[config.mk]
export PLATFORM = sky130hd
export DESIGN_NAME = vector_writeback
export DESIGN_NICKNAME = d
export VERILOG_FILES = /design/src/rtl/vector_writeback_pkg.sv /design/src/rtl/vector_writeback_strobe_gen.sv /design/src/rtl/vector_writeback.sv
export SDC_FILE = /design/constraint.sdc
export NUM_CORES = 1
export LEC_CHECK = 0
export CORE_AREA = 2 2 266 268
export DETAILED_ROUTE_END_ITERATION = 7
export DIE_AREA = 0 0 268 270
export HOLD_SLACK_MARGIN = 0.02
export PLACE_DENSITY_LB_ADDON = 0.25
export SETUP_SLACK_MARGIN = 0.2
export SYNTH_ARGS = -nofsm -noshare
export SYNTH_HDL_FRONTEND = slang
export SYNTH_SLANG_ARGS = --single-unit
[constraint.sdc]
create_clock -name clk -period 50.9 [get_ports clk]
set_input_delay 7.635 -clock clk [delete_from_list [all_inputs] [get_ports clk]]
set_output_delay 7.635 -clock clk [all_outputs]
set_load 0.02 [all_outputs]
[src/rtl/vector_writeback_pkg.sv]
// Shared vector definitions: widths, instruction codes, writeback FSM states.
// Imported by the execute stage and the writeback block.
package vector_writeback_pkg;

  localparam int VWB_VLEN_BITS = 128;
  localparam int VWB_BUS_BITS  = 4 * VWB_VLEN_BITS;

  typedef enum logic [2:0] {
    VXOR     = 3'b000,
    VMACC    = 3'b001,
    VREDSUM  = 3'b010,
    VSLIDEUP = 3'b011,
    VRGATHER = 3'b100,
    VINVALID = 3'b111
  } vinst_e;

  typedef enum logic {
    IDLE  = 1'b0,
    WRITE = 1'b1
  } wb_state_e;

endpackage

[src/rtl/vector_writeback_strobe_gen.sv]
// Byte-enable generator for register-file writes.
// Ports: inst_i (instruction), sew_i (element width) -> strb_o (byte enables).
module vwb_strobe_gen
  import vector_writeback_pkg::*;
#(
  parameter int VLEN_BITS = VWB_VLEN_BITS
) (
  input  logic [2:0]             inst_i,
  input  logic                   sew_i,
  output logic [VLEN_BITS/8-1:0] strb_o
);

  // A reduction only produces element 0: one byte at SEW=8, two at SEW=16.
  always_comb begin
    strb_o = '1;
    if (inst_i == VREDSUM) begin
      strb_o    = '0;
      strb_o[0] = 1'b1;
      strb_o[1] = sew_i;
    end
  end

endmodule

[src/rtl/vector_writeback.sv]
// Vector writeback: accepts one execute result and writes it to the VRF
// in 1 or 4 beats. Ports: wb_* result handshake, vrf_* write port, wb_done/wb_err pulses.
module vector_writeback
  import vector_writeback_pkg::*;
#(
  parameter int VLEN_BITS = VWB_VLEN_BITS,
  parameter int BUS_BITS  = VWB_BUS_BITS
) (
  input  logic                   clk,
  input  logic                   rst,
  input  logic                   wb_valid,
  output logic                   wb_ready,
  input  logic [BUS_BITS-1:0]    wb_data,
  input  logic [2:0]             wb_inst,
  input  logic [4:0]             wb_vd,
  input  logic                   wb_lmul,
  input  logic                   wb_sew,
  output logic                   vrf_we,
  output logic [4:0]             vrf_waddr,
  output logic [VLEN_BITS-1:0]   vrf_wdata,
  output logic [VLEN_BITS/8-1:0] vrf_wstrb,
  input  logic                   vrf_wready,
  output logic                   wb_done,
  output logic                   wb_err
);

  wb_state_e           state_q;
  logic [1:0]          beat_q;
  logic [1:0]          last_q;
  logic [BUS_BITS-1:0] data_q;
  logic [2:0]          inst_q;
  logic [4:0]          vd_q;
  logic                sew_q;
  logic                done_q;
  logic                err_q;
  logic                accept;
  logic                illegal;
  logic [VLEN_BITS-1:0] lane [4];

  assign wb_ready = (state_q == IDLE);
  assign accept   = wb_valid && wb_ready;
  assign illegal  = (wb_inst == VINVALID) ||
                    (wb_lmul && (wb_vd[1:0] != 2'b00));

  always_ff @(posedge clk or posedge rst) begin
    if (rst) begin
      state_q <= IDLE;
      beat_q  <= '0;
      last_q  <= '0;
      data_q  <= '0;
      inst_q  <= '0;
      vd_q    <= '0;
      sew_q   <= 1'b0;
      done_q  <= 1'b0;
      err_q   <= 1'b0;
    end else begin
      done_q <= 1'b0;
      err_q  <= 1'b0;
      unique case (state_q)
        IDLE: begin
          if (accept) begin
            data_q <= wb_data;
            inst_q <= wb_inst;
            vd_q   <= wb_vd;
            sew_q  <= wb_sew;
            beat_q <= '0;
            // Reductions yield a single register even for a group.
            last_q <= (wb_lmul && wb_inst != VREDSUM) ? 2'd3 : 2'd0;
            if (illegal) err_q   <= 1'b1;
            else         state_q <= WRITE;
          end
        end
        WRITE: begin
          if (vrf_wready) begin
            if (beat_q == last_q) begin
              state_q <= IDLE;
              done_q  <= 1'b1;
            end else begin
              beat_q <= beat_q + 2'd1;
            end
          end
        end
        default: state_q <= IDLE;
      endcase
    end
  end

  for (genvar i = 0; i < 4; i++) begin : g_lane
    assign lane[i] = data_q[i*VLEN_BITS +: VLEN_BITS];
  end

  // Group base is a multiple of 4, so vd + beat never exceeds 31.
  assign vrf_we    = (state_q == WRITE);
  assign vrf_waddr = vd_q + {3'b000, beat_q};
  assign vrf_wdata = lane[beat_q];
  assign wb_done   = done_q;
  assign wb_err    = err_q;

  vwb_strobe_gen #(
    .VLEN_BITS (VLEN_BITS)
  ) u_strobe (
    .inst_i (inst_q),
    .sew_i  (sew_q),
    .strb_o (vrf_wstrb)
  );

endmodule

==> impl_metrics.py, run 1 <==
metrics = {
    "run_status": {
        "status": "complete, no violations",
    },
    "setup_path": {
        "crit_family": "buffers and inverters",
        "r2r_setup_slack_ps": 46700,
        "rr_endpoint": "data_q[166]$_DFFE_PP0P_",
        "crit_chain": "buf_4 > buf_4 > mux4_2 > clkdlybuf4s50_1",
        "slowest_delay_ps": 870,
        "critPathMaxFanout": 49,
        "crit_required_ps": 43260,
        "crit_buf_inv": 3,
        "path_class": "flop to output port",
        "reg2reg_from": "vrf_we$_DFF_PP0_",
        "r2r.worst_path.cells": 6,
        "crit_top_cell": "buf_4",
        "crit_path_start_kind": "flop",
        "cp_slowest_cell": "dfrtp_4",
        "crit_arrival_ps": 4110,
        "end_kind": "output port",
    },
    "timing": {
        "fin_crit_ps": 11740,
        "rsz0062_at_grt": "false",
        "timing.hold.ws_ps": 467,
        "fmax_mhz": 85.2,
        "min_period_over_period": 0.231,
        "setup-tns-final_ps": 0,
        "hold_viol_final": 0,
        "setup_viol": 0,
        "clock_skew_ps": 14.8,
        "final_max_slew_viol_count": 0,
        "relSlewSlack": 0.259,
        "worstMarginPinSlew_ps": 1110,
        "fin_ws_ps": 39160,
    },
    "place": {
        "gp_congestion": 0.846,
        "dp_hpwl_um": 51400,
        "port_buffers": 677,
        "placed_cell_area_um2": 30300,
        "placed_cells": 3896,
        "pre_cts_ws_ps": 38470,
    },
    "power": {
        "ir_drop_mv": 0.0352,
        "power.density_nw_per_um2": 62.8,
        "p_total_mw": 2.03,
        "leakage_nw": 15.6,
    },
    "cells_and_area": {
        "layout_common_cells": "1565 x nand2_1, 677 x clkdlybuf4s50_1, 525 x dfrtp_1, 128 x mux4_2, 61 x clkbuf_16",
        "stdcell_area_um2": 32300,
        "mostFrequentLayoutCell": "nand2_1",
        "utilization": 0.465,
        "syn_to_final_growth_pct": 39.8,
        "final_layout_size_suffix_gt1_frac": 0.0816,
        "final_cells": 4019,
        "nets": 3545,
    },
    "global_routing": {
        "grt-ovfl-total": 0,
        "grt_pass1_wl_um": 112000,
        "grt_use_total": 0.199,
        "antenna_found_initial": 24,
        "grt_max_degree": 217,
        "grt_pass1_vias": 19701,
    },
    "clocking": {
        "holdBufCountCts": 0,
        "insertion_delay_ps": 600,
        "numCtsBuffers": 58,
        "cts_tree": "built",
        "clockRootBuffer": "clkbuf_16",
        "cts_resized": 0,
        "cts_setup_buffers": 0,
        "clkTransAtPathRegs_ps": 60,
        "clock-sinks": 527,
        "h-tree-depth": 2,
        "clk_path_buf_depth": 3,
    },
    "logic_synthesis": {
        "synth_cell_types": 29,
        "synthCells": 2419,
        "syn_area_um2": 23100,
        "synth_top_family_by_area": "simple AND/OR/NAND/NOR gates",
        "ys_ff_latch": 527,
        "yosysSeqAreaShare": 0.571,
        "syn-num-nets": 2948,
        "syn_area_per_cell_um2": 9.56,
        "synth_fa_ha_area_frac": 0.00195,
        "synth-xor-area-share": 0.00114,
        "synth.area.mux_share": 0.125,
        "synth-simple-area-share": 0.257,
        "synth_compound_area_frac": 0.00330,
        "synth_warnings": 0,
    },
    "detailed_routing": {
        "routed_wl_um": 72600,
        "viasPerCell": 4.65,
        "drc": 0,
        "drt_iter0_drc": 1309,
        "route.antenna.remaining_nets": 0,
        "drt_first_pass_iters": 5,
        "wire_per_inst_um": 18.1,
        "via_count": 18679,
    },
    "floorplan": {
        "die_h_um": 270,
        "chipWidth_um": 268,
        "rows": 97,
        "core_um2": 69500,
        "start_util": 0.332,
        "boundaryPins": 679,
        "design.die.area_um2": 72400,
    },
    "run": {
        "cap_violations": 0,
    },
    "hold_path": {
        "min_path_type": "flop to flop",
        "hp-start": "data_q[444]$_DFFE_PP0P_",
        "min_path_cells": 2,
        "holdPathEnd": "data_q[444]$_DFFE_PP0P_",
    },
}
==> worst register-to-register path: stages (launching register included) <==
cell,delay [ps]
dfrtp_1,530
nand2b_4,730
buf_4,660
buf_4,930
buf_4,950
nand2_1,200
nand2_1,120
==> worst max path at each step <==
stage	depth (start not counted)	end	slack (ps)	from
5_1_grt	6	data_q[138]$_DFFE_PP0P_	38600	rst
4_1_cts	4	vrf_wdata[33]	38980	beat_q[0]$_DFFE_PP0P_
2_1_floorplan	1	beat_q[0]$_DFFE_PP0P_	28540	rst
3_5_place_dp	6	data_q[7]$_DFFE_PP0P_	38470	rst
3_3_place_gp	6	data_q[135]$_DFFE_PP0P_	38610	rst
6_report	4	vrf_wdata[33]	39160	beat_q[0]$_DFFE_PP0P_
==> layer usage <==
layer | share of wire | vias to the layer above | global-route usage
met3 | 0.069 | 131 | 0.0556
met1 | 0.40 | 9198 | 0.240
li1 | - | 8818 | -
met5 | 0.0017 | - | 0
met2 | 0.51 | 514 | 0.342
met4 | 0.027 | 18 | 0.0666
==> state kept, by name, summed over array words and instances (netlist names) <==
name	count
wb_err	1
last_q	1
vrf_we	1
wb_done	1
vd_q	5
data_q	512
beat_q	2
inst_q	3
sew_q	1
==> cells in the mapped netlist, drive strengths merged <==
cell    number  area, µm²
inv          7       26.3
o31ai        1       7.51
nand2     1565       5870
xor2         1       8.76
a22o         1       8.76
o311ai       1       8.76
a21o         1       7.51
a21oi        4       20.0
ha           2       25.0
dfrtp      527      13200
nor2         2       7.51
conb         1       3.75
mux4       128       2880
o21ai        3       15.0
or2          1       6.26
nand2b       2       12.5
nor2b        1       6.26
clkbuf       4       15.0
or3b         1       8.76
fa           1       20.0
mux2i        1       10.0
o221ai       1       8.76
xnor2        2       17.5
buf        156        900
nand3        4       20.0
or3          1       6.26
==> layout make-up <==
cell class                      count  area (µm²)
Fill cell                        6587       37200
Antenna cell                       15        37.5
Multi-Input combinational cell   1725        9000
Clock buffer                       92        1820
Tap cell                          940        1180
Clock inverter                     16         118
Inverter                            7        33.8
Timing Repair Buffer              697        6940
Sequential cell                   527       13200
==> cells by family (layout without fill, tap and decap cells) <==
| family | after synthesis | in the layout |
|---|---|---|
| buffers and inverters | 167 | 812 |
| adder cells (fa/ha/maj) | 3 | 3 |
| AO/OA/AOI/OAI | 12 | 12 |
| multiplexers | 129 | 129 |
| other | 1 | 16 |
| flip-flops | 527 | 527 |
| XOR/XNOR | 3 | 3 |
| AND/OR/NAND/NOR | 1577 | 1577 |
==> report_power, final <==
part           switching (mW)  leakage [nW]  total [mW]  internal (mW)
sequential              0.117          6.56       0.732          0.614
clock                   0.174         0.963       0.423          0.249
combinational           0.454          8.06       0.873          0.419
Power figures use the tool's default switching activity.
==> inputs of run 2 (changes only) <==
==> constraint.sdc (replaced) <==
create_clock -name clk -period 11.6 [get_ports clk]
set_input_delay 1.74 -clock clk [delete_from_list [all_inputs] [get_ports clk]]
set_output_delay 1.74 -clock clk [all_outputs]
set_load 0.02 [all_outputs]
==> impl_metrics.py, run 2 (same netlist as run 1, synthesis figures left out) <==
metrics = {
    "setup_path": {
        "crit_required_ps": 9860,
        "critPathMaxFanout": 43,
        "crit_arrival_ps": 4010,
        "path_class": "flop to output port",
        "crit_path_start_kind": "flop",
        "end_kind": "output port",
    },
    "cells_and_area": {
        "fillers": 6559,
        "mostFrequentLayoutCell": "nand2_1",
        "top_register": "data_q",
        "layout_common_cells": "1565 x nand2_1, 677 x clkdlybuf4s50_1, 525 x dfrtp_1, 128 x mux4_2, 59 x clkbuf_16",
        "syn_to_final_growth_pct": 39.6,
        "top_regs": "data_q x512, vd_q x5, inst_q x3",
        "nets": 3541,
        "final_layout_size_suffix_gt1_frac": 0.0783,
        "largest_reg_flops": 512,
        "utilization": 0.464,
    },
    "clocking": {
        "numCtsBuffers": 58,
        "cts_resized": 0,
        "insertion_delay_ps": 600,
        "clockRootBuffer": "clkbuf_16",
        "cts_tree": "built",
        "holdBufCountCts": 0,
        "cts_setup_buffers": 0,
        "h-tree-depth": 2,
        "clock-sinks": 527,
        "clkTransAtPathRegs_ps": 60,
        "clk_path_buf_depth": 3,
    },
    "detailed_routing": {
        "drc": 0,
        "drt_iter0_drc": 1387,
        "wire_per_inst_um": 18.4,
        "drt-met1-wl_um": 28000,
        "routed-wl-met2_um": 37300,
        "routed_wl_um": 74000,
        "via_count": 18700,
        "route.antenna.remaining_nets": 0,
        "wl_met3_um": 6010,
        "drt_first_pass_iters": 5,
        "viasPerCell": 4.66,
        "highest_layer": "met5",
    },
    "global_routing": {
        "antenna_found_initial": 32,
        "grt_max_degree": 232,
        "grt_pass1_wl_um": 113000,
        "grt_pass1_vias": 19497,
        "grt_use_total": 0.203,
        "grt-ovfl-total": 0,
    },
    "timing": {
        "min_period_over_period": 0.495,
        "fin_ws_ps": 5850,
        "fmax_mhz": 174,
        "hold_viol_final": 0,
        "final_max_slew_viol_count": 0,
        "clock_skew_ps": 14.9,
        "setup-tns-final_ps": 0,
        "setup_viol": 0,
        "fin_crit_ps": 5750,
        "worstMarginPinSlew_ps": 1390,
        "relSlewSlack": 0.0703,
        "rsz0062_at_grt": "false",
    },
    "power": {
        "power.density_nw_per_um2": 275,
        "power_frac_comb": 0.428,
        "leakage_nw": 15.6,
        "p_clk_frac": 0.205,
        "netSwitchingFraction": 0.368,
        "ir_drop_mv": 0.141,
        "p_int_mw": 5.61,
        "pwr-share-seq": 0.367,
        "p_sw_mw": 3.26,
    },
    "place": {
        "port_buffers": 677,
        "gp_congestion": 0.879,
        "dp_hpwl_um": 52300,
        "pre_cts_ws_ps": 6450,
    },
    "floorplan": {
        "core_um2": 69500,
        "design.die.area_um2": 72400,
        "rows": 97,
        "die_h_um": 270,
        "start_util": 0.332,
        "boundaryPins": 679,
        "chipWidth_um": 268,
    },
    "run_status": {
        "status": "complete, no violations",
    },
    "run": {
        "cap_violations": 0,
    },
    "hold_path": {
        "min_path_type": "flop to flop",
    },
}
-- run 2: cell count changes in the layout (fill, tap and decap cells not counted), sizes merged --
cell | before | now
buf | 20 | 16
bufinv | 1 | 3
clkbuf | 92 | 85
clkinv | 12 | 11
diode | 15 | 19
-- run 2: final cells by class --
type,instances,area (µm²),share of cell area
tap,940,1180,0.0364
clock buffer,85,1690,0.0525
antenna,19,47.5,0.00147
multi-input combinational,1725,9000,0.279
clock inverter,17,170,0.00527
sequential,527,13200,0.409
timing repair buffer,693,6960,0.216
inverter,7,30.0,0.000930
-- run 2: per-stage QoR --
stage          total power [mW]  instance area (µm²)  instances  hold WS [ps]
3_3_place_gp               7.02                30400       3892           452
3_5_place_dp               7.12                30400       3892           456
4_1_cts                    8.99                32200       3994           471
5_1_grt                    9.44                32300       4011           484
6_report                   8.87                32300       4013           466
2_1_floorplan              5.53                23100       2419           438
-- run 2: critical path, cell delays in order, from the launching register on --
cell             delay (ps)
dfrtp_4                 760
buf_4                   660
buf_4                   630
mux4_2                  590
clkdlybuf4s50_1         590
-- run 2: path summary, 6_finish.rpt --
kind                                         startpoint                      end  slack, ps  cells after the start
min in group asynchronous                           rst  data_q[169]$_DFFE_PP0P_       1690                      2
max in group asynchronous                           rst  data_q[137]$_DFFE_PP0P_       7450                      4
worst max register to register         vrf_we$_DFF_PP0_   data_q[30]$_DFFE_PP0P_       8890                      5
worst min-delay path            data_q[273]$_DFFE_PP0P_  data_q[273]$_DFFE_PP0P_        470                      2
worst min register to register  data_q[273]$_DFFE_PP0P_  data_q[273]$_DFFE_PP0P_        470                      2
worst max-delay path              beat_q[0]$_DFFE_PP0P_            vrf_wdata[75]       5850                      4
-- run 2: routing by layer --
metal	vias up	GRT usage
met5	-	0
li1	8809	-
met3	153	0.0663
met2	550	0.345
met4	26	0.0838
met1	9162	0.234
-- run 2: power by group through the flow --
stage          logic, mW  registers [mW]  clock network (mW)
2_1_floorplan       2.50            3.03                   0
3_3_place_gp        3.77            3.25                   0
3_5_place_dp        3.83            3.29                   0
4_1_cts             3.85            3.27                1.87
5_1_grt             4.13            3.36                1.95
6_report            3.80            3.26                1.82
==> inputs of run 3 (changes only) <==
==> constraint.sdc (replaced) <==
create_clock -name clk -period 5.9 [get_ports clk]
set_input_delay 0.885 -clock clk [delete_from_list [all_inputs] [get_ports clk]]
set_output_delay 0.885 -clock clk [all_outputs]
set_load 0.02 [all_outputs]
==> impl_metrics.py, run 3 (same netlist as run 1, synthesis figures left out) <==
metrics = {
    "hold_path": {
        "min_path_type": "flop to flop",
        "hp-start": "data_q[442]$_DFFE_PP0P_",
        "min_path_cells": 2,
    },
    "global_routing": {
        "met2_usage": 0.354,
        "grt_max_degree": 228,
        "grt-ovfl-total": 0,
        "use_met3": 0.0611,
        "grt_pass1_wl_um": 115000,
        "grt_util_met1": 0.241,
        "gr-max-usage-layer": "met2",
        "grt_use_total": 0.204,
        "grt_pass1_vias": 19788,
        "antenna_found_initial": 29,
    },
    "timing": {
        "clock_skew_ps": 12.7,
        "min_period_over_period": 0.751,
        "hold_viol_final": 0,
        "final_max_slew_viol_count": 0,
        "rsz0062_at_grt": "false",
        "worstMarginPinSlew_ps": 1180,
        "fin_crit_ps": 4430,
        "timing.hold.ws_ps": 466,
        "relSlewSlack": 0.212,
        "setup-tns-final_ps": 0,
        "setup_viol": 0,
        "fmax_mhz": 226,
    },
    "clocking": {
        "numCtsBuffers": 58,
        "clk_path_buf_depth": 3,
        "clock-sinks": 527,
        "holdBufCountCts": 0,
        "cts_setup_buffers": 0,
        "insertion_delay_ps": 600,
        "clockRootBuffer": "clkbuf_16",
        "cts_tree": "built",
        "cts_resized": 0,
        "clkTransAtPathRegs_ps": 60,
        "h-tree-depth": 2,
    },
    "detailed_routing": {
        "via_count": 18690,
        "drt_iter0_drc": 1301,
        "drc": 0,
        "viasPerCell": 4.66,
        "route.antenna.remaining_nets": 0,
        "drt_first_pass_iters": 6,
        "routed_wl_um": 74000,
        "wire_per_inst_um": 18.4,
    },
    "cells_and_area": {
        "final_cells": 4015,
        "top_regs": "data_q x512, vd_q x5, inst_q x3",
        "utilization": 0.466,
        "top_register": "data_q",
        "final_layout_size_suffix_gt1_frac": 0.0798,
        "nets": 3545,
        "layout_common_cells": "1565 x nand2_1, 677 x clkdlybuf4s50_1, 525 x dfrtp_1, 128 x mux4_2, 61 x clkbuf_16",
        "largest_reg_flops": 512,
        "fillers": 6468,
        "mostFrequentLayoutCell": "nand2_1",
        "syn_to_final_growth_pct": 40.2,
    },
    "setup_path": {
        "r2r_setup_slack_ps": 3770,
        "critPathMaxFanout": 58,
        "r2r.worst_path.cells": 4,
        "cp-startpoint": "beat_q[1]$_DFFE_PP0P_",
        "reg2reg_from": "vrf_we$_DFF_PP0_",
        "end_kind": "output port",
        "crit_arrival_ps": 3550,
        "crit_required_ps": 5020,
        "path_class": "flop to output port",
        "crit_path_start_kind": "flop",
    },
    "place": {
        "gp_congestion": 0.892,
        "placed_cells": 3896,
        "port_buffers": 677,
        "dp_hpwl_um": 52700,
    },
    "floorplan": {
        "start_util": 0.332,
        "boundaryPins": 679,
        "rows": 97,
        "chipWidth_um": 268,
        "core_um2": 69500,
        "design.die.area_um2": 72400,
        "die_h_um": 270,
    },
    "power": {
        "ir_drop_mv": 0.294,
        "p_total_mw": 17.5,
        "power.density_nw_per_um2": 541,
        "leakage_nw": 15.6,
    },
    "run_status": {
        "status": "complete, no violations",
    },
    "run": {
        "cap_violations": 0,
    },
}
==> run 3: changes by cell type in the layout (fill, tap and decap cells not counted) <==
cell,change
inv_6,-2
clkinv_2,-2
clkinvlp_4,+2
buf_4,+1
clkbuf_16,+2
buf_12,+3
bufinv_16,+1
diode_2,-3
==> run 3: worst paths after layout <==
kind	to
worst max-delay path	vrf_wdata[126]
worst min-delay path	data_q[442]$_DFFE_PP0P_
worst max register to register	data_q[93]$_DFFE_PP0P_
worst min register to register	data_q[442]$_DFFE_PP0P_
max in group asynchronous	data_q[65]$_DFFE_PP0P_
min in group asynchronous	data_q[84]$_DFFE_PP0P_
==> run 3: through the flow <==
stage | instance area [µm²] | setup WS [ps]
2_1_floorplan | 23100 | -2150
3_3_place_gp | 30400 | 2060
3_5_place_dp | 30400 | 2010
4_1_cts | 32400 | 1330
5_1_grt | 32400 | 1270
6_report | 32400 | 1470
==> run 3: power by group <==
| group | leakage (nW) | total [mW] | internal [mW] | switching [mW] |
|---|---|---|---|---|
| combinational | 8.09 | 7.48 | 3.63 | 3.85 |
| sequential | 6.56 | 6.38 | 5.30 | 1.07 |
| clock | 0.947 | 3.66 | 2.20 | 1.47 |
| total | 15.6 | 17.5 | 11.1 | 6.39 |
==> run 3: routing by layer <==
| metal | vias up | share of wire |
|---|---|---|
| met5 | - | 0.0022 |
| met4 | 26 | 0.026 |
| met3 | 128 | 0.078 |
| met2 | 543 | 0.51 |
| met1 | 9194 | 0.39 |
| li1 | 8799 | - |
==> run 3: area by class of cell <==
cell class | count | area, µm² | area share
clock inverters | 16 | 188 | 0.00579
multi-input cells | 1725 | 9000 | 0.278
clock buffers | 87 | 1740 | 0.0538
inverters | 7 | 30.0 | 0.000927
diodes | 16 | 40.0 | 0.00124
flip-flops and latches | 527 | 13200 | 0.407
well taps | 940 | 1180 | 0.0363
repair buffers | 697 | 7030 | 0.217
==> run 3: worst max-delay path, stage by stage (launching register included) <==
cell	delay (ps)
dfrtp_4	830
buf_4	870
mux4_2	620
clkdlybuf4s50_1	560
